`src/rtl/fetch_prefetch.sv`:
```
// Instruction-fetch stage: owns the fetch PC, issues in-order reads to a
// variable-latency instruction memory and buffers replies in a small FIFO.
module fetch_prefetch #(
    parameter int              WIDTH        = 16,
    parameter int              DEPTH        = 4,
    parameter int              NUM_REDIRECT = 5,
    parameter logic [WIDTH-1:0] RESET_PC    = '0
) (
    input  logic                          clk,
    input  logic                          reset,
    input  logic [NUM_REDIRECT-1:0]       redirect_valid,
    input  logic [NUM_REDIRECT*WIDTH-1:0] redirect_pc,
    output logic                          imem_req,
    output logic [WIDTH-1:0]              imem_addr,
    input  logic                          imem_rvalid,
    input  logic [WIDTH-1:0]              imem_rdata,
    output logic                          out_valid,
    input  logic                          out_ready,
    output logic [WIDTH-1:0]              out_pc,
    output logic [WIDTH-1:0]              out_ir,
    output logic [WIDTH-1:0]              out_pc_inc,
    output logic [WIDTH-1:0]              pc_out,
    output logic [$clog2(DEPTH+1)-1:0]    fill_count
);

    localparam int CW = $clog2(DEPTH + 1);
    localparam int PW = $clog2(DEPTH);

    localparam logic [PW-1:0] LAST_PTR = PW'(DEPTH - 1);
    localparam logic [CW:0]   CAPACITY = (CW + 1)'(DEPTH);

    // Architectural state
    logic [WIDTH-1:0] fetch_pc_q, fetch_pc_d;
    logic [WIDTH-1:0] req_pc_q,   req_pc_d;
    logic             outst_q,    outst_d;
    logic             discard_q,  discard_d;

    // FIFO bookkeeping
    logic [PW-1:0]    rd_ptr_q,   rd_ptr_d;
    logic [PW-1:0]    wr_ptr_q,   wr_ptr_d;
    logic [CW-1:0]    count_q,    count_d;

    // FIFO storage (data only, no reset needed)
    logic [WIDTH-1:0] pc_mem [DEPTH];
    logic [WIDTH-1:0] ir_mem [DEPTH];

    // Control terms
    logic             redirect;
    logic [WIDTH-1:0] redir_target;
    logic             reply;
    logic             push;
    logic             pop;
    logic             issue;
    logic             has_room;
    logic             port_free;
    logic [CW:0]      inflight;

    function automatic logic [PW-1:0] ptr_inc(input logic [PW-1:0] p);
        return (p == LAST_PTR) ? '0 : p + 1'b1;
    endfunction

    // Pick the highest-indexed (latest pipeline stage) active redirect
    always_comb begin
        redir_target = '0;
        for (int i = 0; i < NUM_REDIRECT; i++) begin
            if (redirect_valid[i]) begin
                redir_target = redirect_pc[i*WIDTH +: WIDTH];
            end
        end
    end

    assign redirect = |redirect_valid;

    // A reply only counts when we actually have a read in flight;
    // anything else is a leftover from before a reset.
    assign reply = imem_rvalid & outst_q;
    assign push  = reply & ~discard_q & ~redirect;

    assign out_valid = (count_q != '0) & ~redirect;
    assign pop       = out_valid & out_ready;

    // Slots already promised = buffered words plus the read in flight
    assign inflight  = {1'b0, count_q} + (CW + 1)'(outst_q);
    assign has_room  = (inflight < CAPACITY) | pop;
    assign port_free = ~outst_q | imem_rvalid;
    assign issue     = ~reset & ~redirect & port_free & has_room;

    assign imem_req  = issue;
    assign imem_addr = fetch_pc_q;
    assign pc_out    = fetch_pc_q;

    assign fill_count = count_q;

    assign out_pc     = pc_mem[rd_ptr_q];
    assign out_ir     = ir_mem[rd_ptr_q];
    assign out_pc_inc = out_pc + 1'b1;

    // Next-state for PC, read tracking and FIFO pointers
    always_comb begin
        fetch_pc_d = fetch_pc_q;
        req_pc_d   = req_pc_q;
        outst_d    = outst_q;
        discard_d  = discard_q;
        rd_ptr_d   = rd_ptr_q;
        wr_ptr_d   = wr_ptr_q;
        count_d    = count_q;

        if (reply) begin
            discard_d = 1'b0;
            outst_d   = 1'b0;
        end

        if (issue) begin
            req_pc_d   = fetch_pc_q;
            fetch_pc_d = fetch_pc_q + 1'b1;
            outst_d    = 1'b1;
        end

        if (redirect) begin
            fetch_pc_d = redir_target;
            rd_ptr_d   = '0;
            wr_ptr_d   = '0;
            count_d    = '0;
            // The in-flight word belongs to the old path; drop it on arrival
            if (outst_q && !imem_rvalid) begin
                discard_d = 1'b1;
            end
        end else begin
            if (push) begin
                wr_ptr_d = ptr_inc(wr_ptr_q);
            end
            if (pop) begin
                rd_ptr_d = ptr_inc(rd_ptr_q);
            end
            case ({push, pop})
                2'b10:   count_d = count_q + 1'b1;
                2'b01:   count_d = count_q - 1'b1;
                default: count_d = count_q;
            endcase
        end
    end

    // Control state registers with asynchronous reset
    always_ff @(posedge clk or posedge reset) begin
        if (reset) begin
            fetch_pc_q <= RESET_PC;
            req_pc_q   <= RESET_PC;
            outst_q    <= 1'b0;
            discard_q  <= 1'b0;
            rd_ptr_q   <= '0;
            wr_ptr_q   <= '0;
            count_q    <= '0;
        end else begin
            fetch_pc_q <= fetch_pc_d;
            req_pc_q   <= req_pc_d;
            outst_q    <= outst_d;
            discard_q  <= discard_d;
            rd_ptr_q   <= rd_ptr_d;
            wr_ptr_q   <= wr_ptr_d;
            count_q    <= count_d;
        end
    end

    // Write accepted instruction words into the FIFO storage
    always_ff @(posedge clk) begin
        if (push) begin
            pc_mem[wr_ptr_q] <= req_pc_q;
            ir_mem[wr_ptr_q] <= imem_rdata;
        end
    end

endmodule
```
`config.mk`:
```
export PLATFORM = sky130hd
export DESIGN_NAME = fetch_prefetch
export DESIGN_NICKNAME = d
export VERILOG_FILES = /design/src/rtl/fetch_prefetch.sv
export SDC_FILE = /design/constraint.sdc
export NUM_CORES = 1
export LEC_CHECK = 0
export BUFFER_PORTS_ARGS = -buffer_cell sky130_fd_sc_hd__buf_2
export CORE_ASPECT_RATIO = 1.4
export CORE_MARGIN = 1
export CORE_UTILIZATION = 40
export CTS_CLUSTER_SIZE = 8
export DETAILED_ROUTE_END_ITERATION = 8
export PLACE_DENSITY_LB_ADDON = 0.12
export SYNTH_ARGS = -nofsm -noshare
export SYNTH_HDL_FRONTEND = slang
export SYNTH_SLANG_ARGS = --single-unit
```
`constraint.sdc`:
```
create_clock -name clk -period 2.8 [get_ports clk]
set_input_delay 0.42 -clock clk [delete_from_list [all_inputs] [get_ports clk]]
set_output_delay 0.42 -clock clk [all_outputs]
set_load 0.01 [all_outputs]
```
After elaboration in Yosys (flattened, before gate mapping)
Memories as Yosys holds them, arrays and structs flattened.
Index checks and enable logic that the tools add are counted.
{ "word_totals": {"reg_bits": 41, "ram_bits": 128, "input_bits": 105, "out_inout_bits": 85, "elab_cells": 66, "memories": 2} }
{ "op_classes": {"n_addsub": 7, "order_cmp": 1, "eq_ne": 4, "muxes": 22, "bitwise_logic": 14, "n_reduce_logical": 9} }
{ "memory_table": {"columns": ["memory", "depth", "width", "read_ports", "rd_ports_with_merged_regs", "wr", "line", "rtl"], "rows": [
  ["ir_mem", 4, 16, 1, 0, 1, "45", "logic [WIDTH-1:0] ir_mem [DEPTH];"],
  ["pc_mem", 4, 16, 1, 0, 1, "44", "logic [WIDTH-1:0] pc_mem [DEPTH];"]
]} }
{ "op_table": {"columns": ["operator", "n"], "rows": [
  ["$mux 16", 7],
  ["$add 16x1->16 const B", 2],
  ["$mux 2", 6],
  ["$and 1x1->1", 8],
  ["$reduce_bool 2->1", 4],
  ["$mux 1", 7],
  ["$eq 2x2->1 const B", 3],
  ["$pmux 3 s2", 1],
  ["$reduce_bool 3->1", 2],
  ["$reduce_or 5->1", 1],
  ["$add 2x1->2 const B", 2],
  ["$add 3x1->4", 1],
  ["$lt 4x3->1 const B", 1],
  ["$not 1->1", 4],
  ["$add 3x1->3 const B", 1],
  ["$mux 3", 1],
  ["$sub 3x1->3 const B", 1],
  ["$eq 2x1->1 const B", 1],
  ["$or 1x1->1", 2],
  ["$logic_and 1x1->1", 1],
  ["$logic_not 1->1", 1]
]} }

Depth between registers and ports, before layout
{ "depth": {"ltp_word": 8, "depth_mapped": 12, "mapped_depth_nobuf": 10} }

Worst setup path after synthesis
OpenSTA, ideal clock, no wires.
{ "synth_path": {"path_kind": "input-to-reg", "startpoint": "input redirect_valid[4]", "endpoint": "memory ir_mem[2][0] (enable)", "arrival_time_ns": 2.434, "required_ns": 2.408, "path_slack_ns": -0.026, "cell_stages": 6, "n_path_buf": 3, "path_cell_list": "buf_2 -> or4_1 -> nor2_1 -> clkbuf_1 -> buf_2 -> and3_1"} }
{ "synth_between": {"elab_chain_len": 5} }
{ "synth_rtl": {"columns": ["element", "line", "rtl"], "rows": [
  ["start, declared", "11", "input logic [NUM_REDIRECT-1:0] redirect_valid,"],
  ["$reduce_or 5->1", "72", "assign redirect = |redirect_valid;"],
  ["$not 1->1", "77", "assign push = reply & ~discard_q & ~redirect;"],
  ["$and 1x1->1", "77", null],
  ["$mux 1", "166", "if (push) begin"],
  ["$mux 1 (implied by the code)", "168", "ir_mem[wr_ptr_q] <= imem_rdata;"],
  ["end, declared", "45", null]
]} }
No other way between the ends.

Worst setup path in the final report
{ "layout_path": {"startpoint": "register rd_ptr_q[0]", "endpoint": "output out_pc_inc[15]"} }
{ "layout_between": {"elab_chain_len": 2} }
{ "layout_rtl": {"columns": ["element", "line", "rtl"], "rows": [
  ["start, declared", "39", "logic [PW-1:0] rd_ptr_q, rd_ptr_d;"],
  ["start signal, assigned", "158", "rd_ptr_q <= rd_ptr_d;"],
  ["$mem_v2 4x16", null, null],
  ["$add 16x1->16", "96", "assign out_pc_inc = out_pc + 1'b1;"],
  ["end, declared", "21", "output logic [WIDTH-1:0] out_pc_inc,"]
]} }
No other way between the ends.

==> reports/results.txt <==
Run status: finished with violations
Failing checks: negative setup slack
Starting Density: 40.6%
DR WL/cell: 18.1 um
Via count normalized by instance count: 5.29
Hold depth: 3
Initial drt markers: 272
Antenna diodes: 0
Part of the Yosys area used for sequential elements: 62.6%
CTS tree: done
Full die area: 20000 um2
Share of layout cells above drive strength 1: 44.5%
DRC violation count after routing: 0
CTS sink count: 169
Max_cap viols: 0
Fin Setup TNS: -0.0803 ns
Post-DP HPWL: 13000 um
Maximum VDD drop: 0.000401 V
Critical Path Source: rd_ptr_q[0]$_DFFE_PP0P_
Global-route wire length before repair: 29000 um
Ys async rst share: 24.3%
R2r endpoint: fill_count[2]$_DFFE_PP0P_
Period minus WS final: 2.84 ns
Worst EP arrival: 2.42 ns
Root Driver: clkbuf_16
Hold Fails Final Rpt: 0
Placed cell count: 947
Unrepaired setup endpoints after global routing: true
Worst Path Max Fanout: 7
Pre-CTS setup slack: 0.168 ns
Max Slew Vio Count: 0
Final period util: 101%
Syn_area_per_cell: 14.6 um2
CTS max path bufs: 2
Final non-filler cell area: 9790 um2
Slew HR: 65.1%
Vias in the first global route: 5569
WP data required: 2.38 ns
Slew @ Worst Pin: 0.522 ns
# IOs: 190
WHS: 0.208 ns
PnR worst setup slack: -0.0378 ns
Net Count, Synth: 647
#FFs+latches synth: 169
Total track usage: 19.0%
Total CTS buffers: 17
Buffers added on ports: 189
Post-DP Area: 9000 um2
Rows: 60
Worst Setup EP: out_pc_inc[15]
R2r worst-path depth: 9
Die Y: 167 um
Total Routed Length: 18000 um
Gpl congestion: 0.859
Worst Skew: 0.00971 ns
Pin count of the biggest net entering global routing: 38
Final setup fails: 4
Clk slew on worst S/H paths: 0.07 ns
Post-synthesis cell area: 7780 um2
DR pass1 iterations: 4
Clock Latency Late Sink: 0.42 ns
Hold WC Path Type: in2reg
CP Launch Type: flop
Fmax: 352 MHz
Final #Nets: 846
Layout fillers: 1672
Worst r2r src: fill_count[1]$_DFFE_PP0P_
Post-DRT Antenna Nets: 0
CP endpoint kind: primary output
H-tree level count: 4
Post-Synthesis Cells: 534
Core area: 19100 um2
Power Density: 569 nW/um2
Grt ovf: 0
Non-Filler Instances: 994
Via count: 5255
Top FF cell, synth: edfxtp_1
Die width: 120 um
Initial antenna violation count: 0
Layout area overhead: 25.9%
Leakage: 3.80 nW
R2R Setup Slk: 0.76 ns
Syn. warnings: 0
Synth cell types: 49
CP Class: reg2out
Post-synth EDFFs: 128
## registers in the layout, summed over array words and instances (netlist names), 2 cells and up
name	flops
ir_mem	64
pc_mem	64
imem_addr	16
req_pc_q	16
fill_count	3
rd_ptr_q	2
wr_ptr_q	2
## worst min path at each step
stage	from	endpoint
after floorplan	req_pc_q[0]$_DFFE_PP0P_	pc_mem[0][0]$_DFFE_PP_
after global placement	reset	imem_addr[5]$_DFFE_PP0P_
after detailed placement	reset	outst_q$_DFFE_PP0P_
after CTS	imem_rvalid	discard_q$_DFF_PP0_
after global routing	imem_rdata[13]	ir_mem[2][13]$_DFFE_PP_
final	redirect_pc[75]	imem_addr[11]$_DFFE_PP0P_
## critical path, stage by stage, from the launching register on
cell,delay [ns]
dfrtp_4,0.50
buf_4,0.19
mux4_2,0.38
and2_4,0.19
nand3_4,0.14
nor4_4,0.25
xor2_1,0.19
buf_2,0.15
## layout by cell type, fill, tap and decap left out, types with 14 or more instances in the layout
cell	synthesis	routed
nand2_1	26	26
nor2_1	18	18
nand3_1	16	15
edfxtp_1	128	128
mux4_2	32	32
xor2_1	14	14
a221oi_1	16	16
dfrtp_1	41	39
buf_4	16	30
a21oi_1	32	32
clkbuf_16	0	17
mux2_2	16	16
nor2b_1	15	15
buf_2	6	189
## synthesized netlist by cell type, types with 3 or more instances
master,number,area (um2)
a21oi_1,32,160
a221oi_1,16,140
a31oi_1,3,18.8
and2_1,3,18.8
and3_1,9,56.3
buf_2,6,30.0
buf_4,16,120
buf_6,5,56.3
clkbuf_1,18,67.6
dfrtp_1,41,1030
edfxtp_1,128,3840
ha_1,8,100
inv_1,13,48.8
mux2_2,16,180
mux4_2,32,721
nand2_1,26,97.6
nand2b_1,6,37.5
nand3_1,16,80.1
nand3b_1,3,22.5
nand4_1,6,37.5
nor2_1,18,67.6
nor2b_1,15,93.8
nor3_1,17,85.1
o211ai_1,3,22.5
o21ai_0,11,55.1
o221ai_1,6,52.6
o22ai_1,3,18.8
o31ai_1,8,60.1
xnor2_1,12,105
xor2_1,14,123
## cells by family (layout without fill, tap and decap cells)
logic type | Yosys count | in the layout | synth area share, %
muxes | 49 | 49 | 11.7
and+or+nand+nor | 130 | 130 | 9.22
AOI/OAI and AO/OA | 90 | 90 | 7.87
buffers and inverters | 62 | 274 | 4.38
xor gates and xnor gates | 26 | 26 | 2.93
adders and majority gates | 8 | 8 | 1.29
DFF | 169 | 169 | 62.6
## per-stage QoR
stage / power (mW) / utilization (%)
2_1_floorplan: 3.19 / -
3_3_place_gp: 3.37 / 47.0
3_5_place_dp: 3.39 / 47.0
4_1_cts: 5.63 / 51.0
5_1_grt: 5.79 / 51.2
6_report: 5.57 / 51.2
## report_power, final
| part | internal (mW) | leakage, nW | switching, mW | total, mW |
|---|---|---|---|---|
| clock | 1.19 | 0.277 | 1.05 | 2.24 |
| sequential | 2.83 | 1.67 | 0.123 | 2.95 |
| combinational | 0.189 | 1.85 | 0.193 | 0.382 |
## per-layer routing
metal	wire, um	track usage [%]	vias up
met5	0	0	-
met4	187	5.92	0
met3	804	3.49	13
met2	9680	34.9	201
met1	7320	22.1	2596
li1	-	-	2445
## cell type report
type                            count  area, um2  share of cell area [%]
Sequential cell                   169       4870                    49.8
Multi-Input combinational cell    303       2660                    27.1
Timing Repair Buffer              229       1330                    13.5
Clock buffer                       17        425                    4.34
Tap cell                          248        310                    3.17
Clock inverter                     15        151                    1.55
Inverter                           13       48.8                   0.498
## repair_timing
item | 4_1_cts | 5_1_grt
setup endpoints to repair | 13 | 11
hold endpoints to repair | 4 | 0
buffers inserted | 13 | 2
gates cloned | 0 | 0
pin swaps | 7 | 4
resized for setup | 19 | 3
hold buffers | 1 | 0
(Power assumes the default switching activity.)
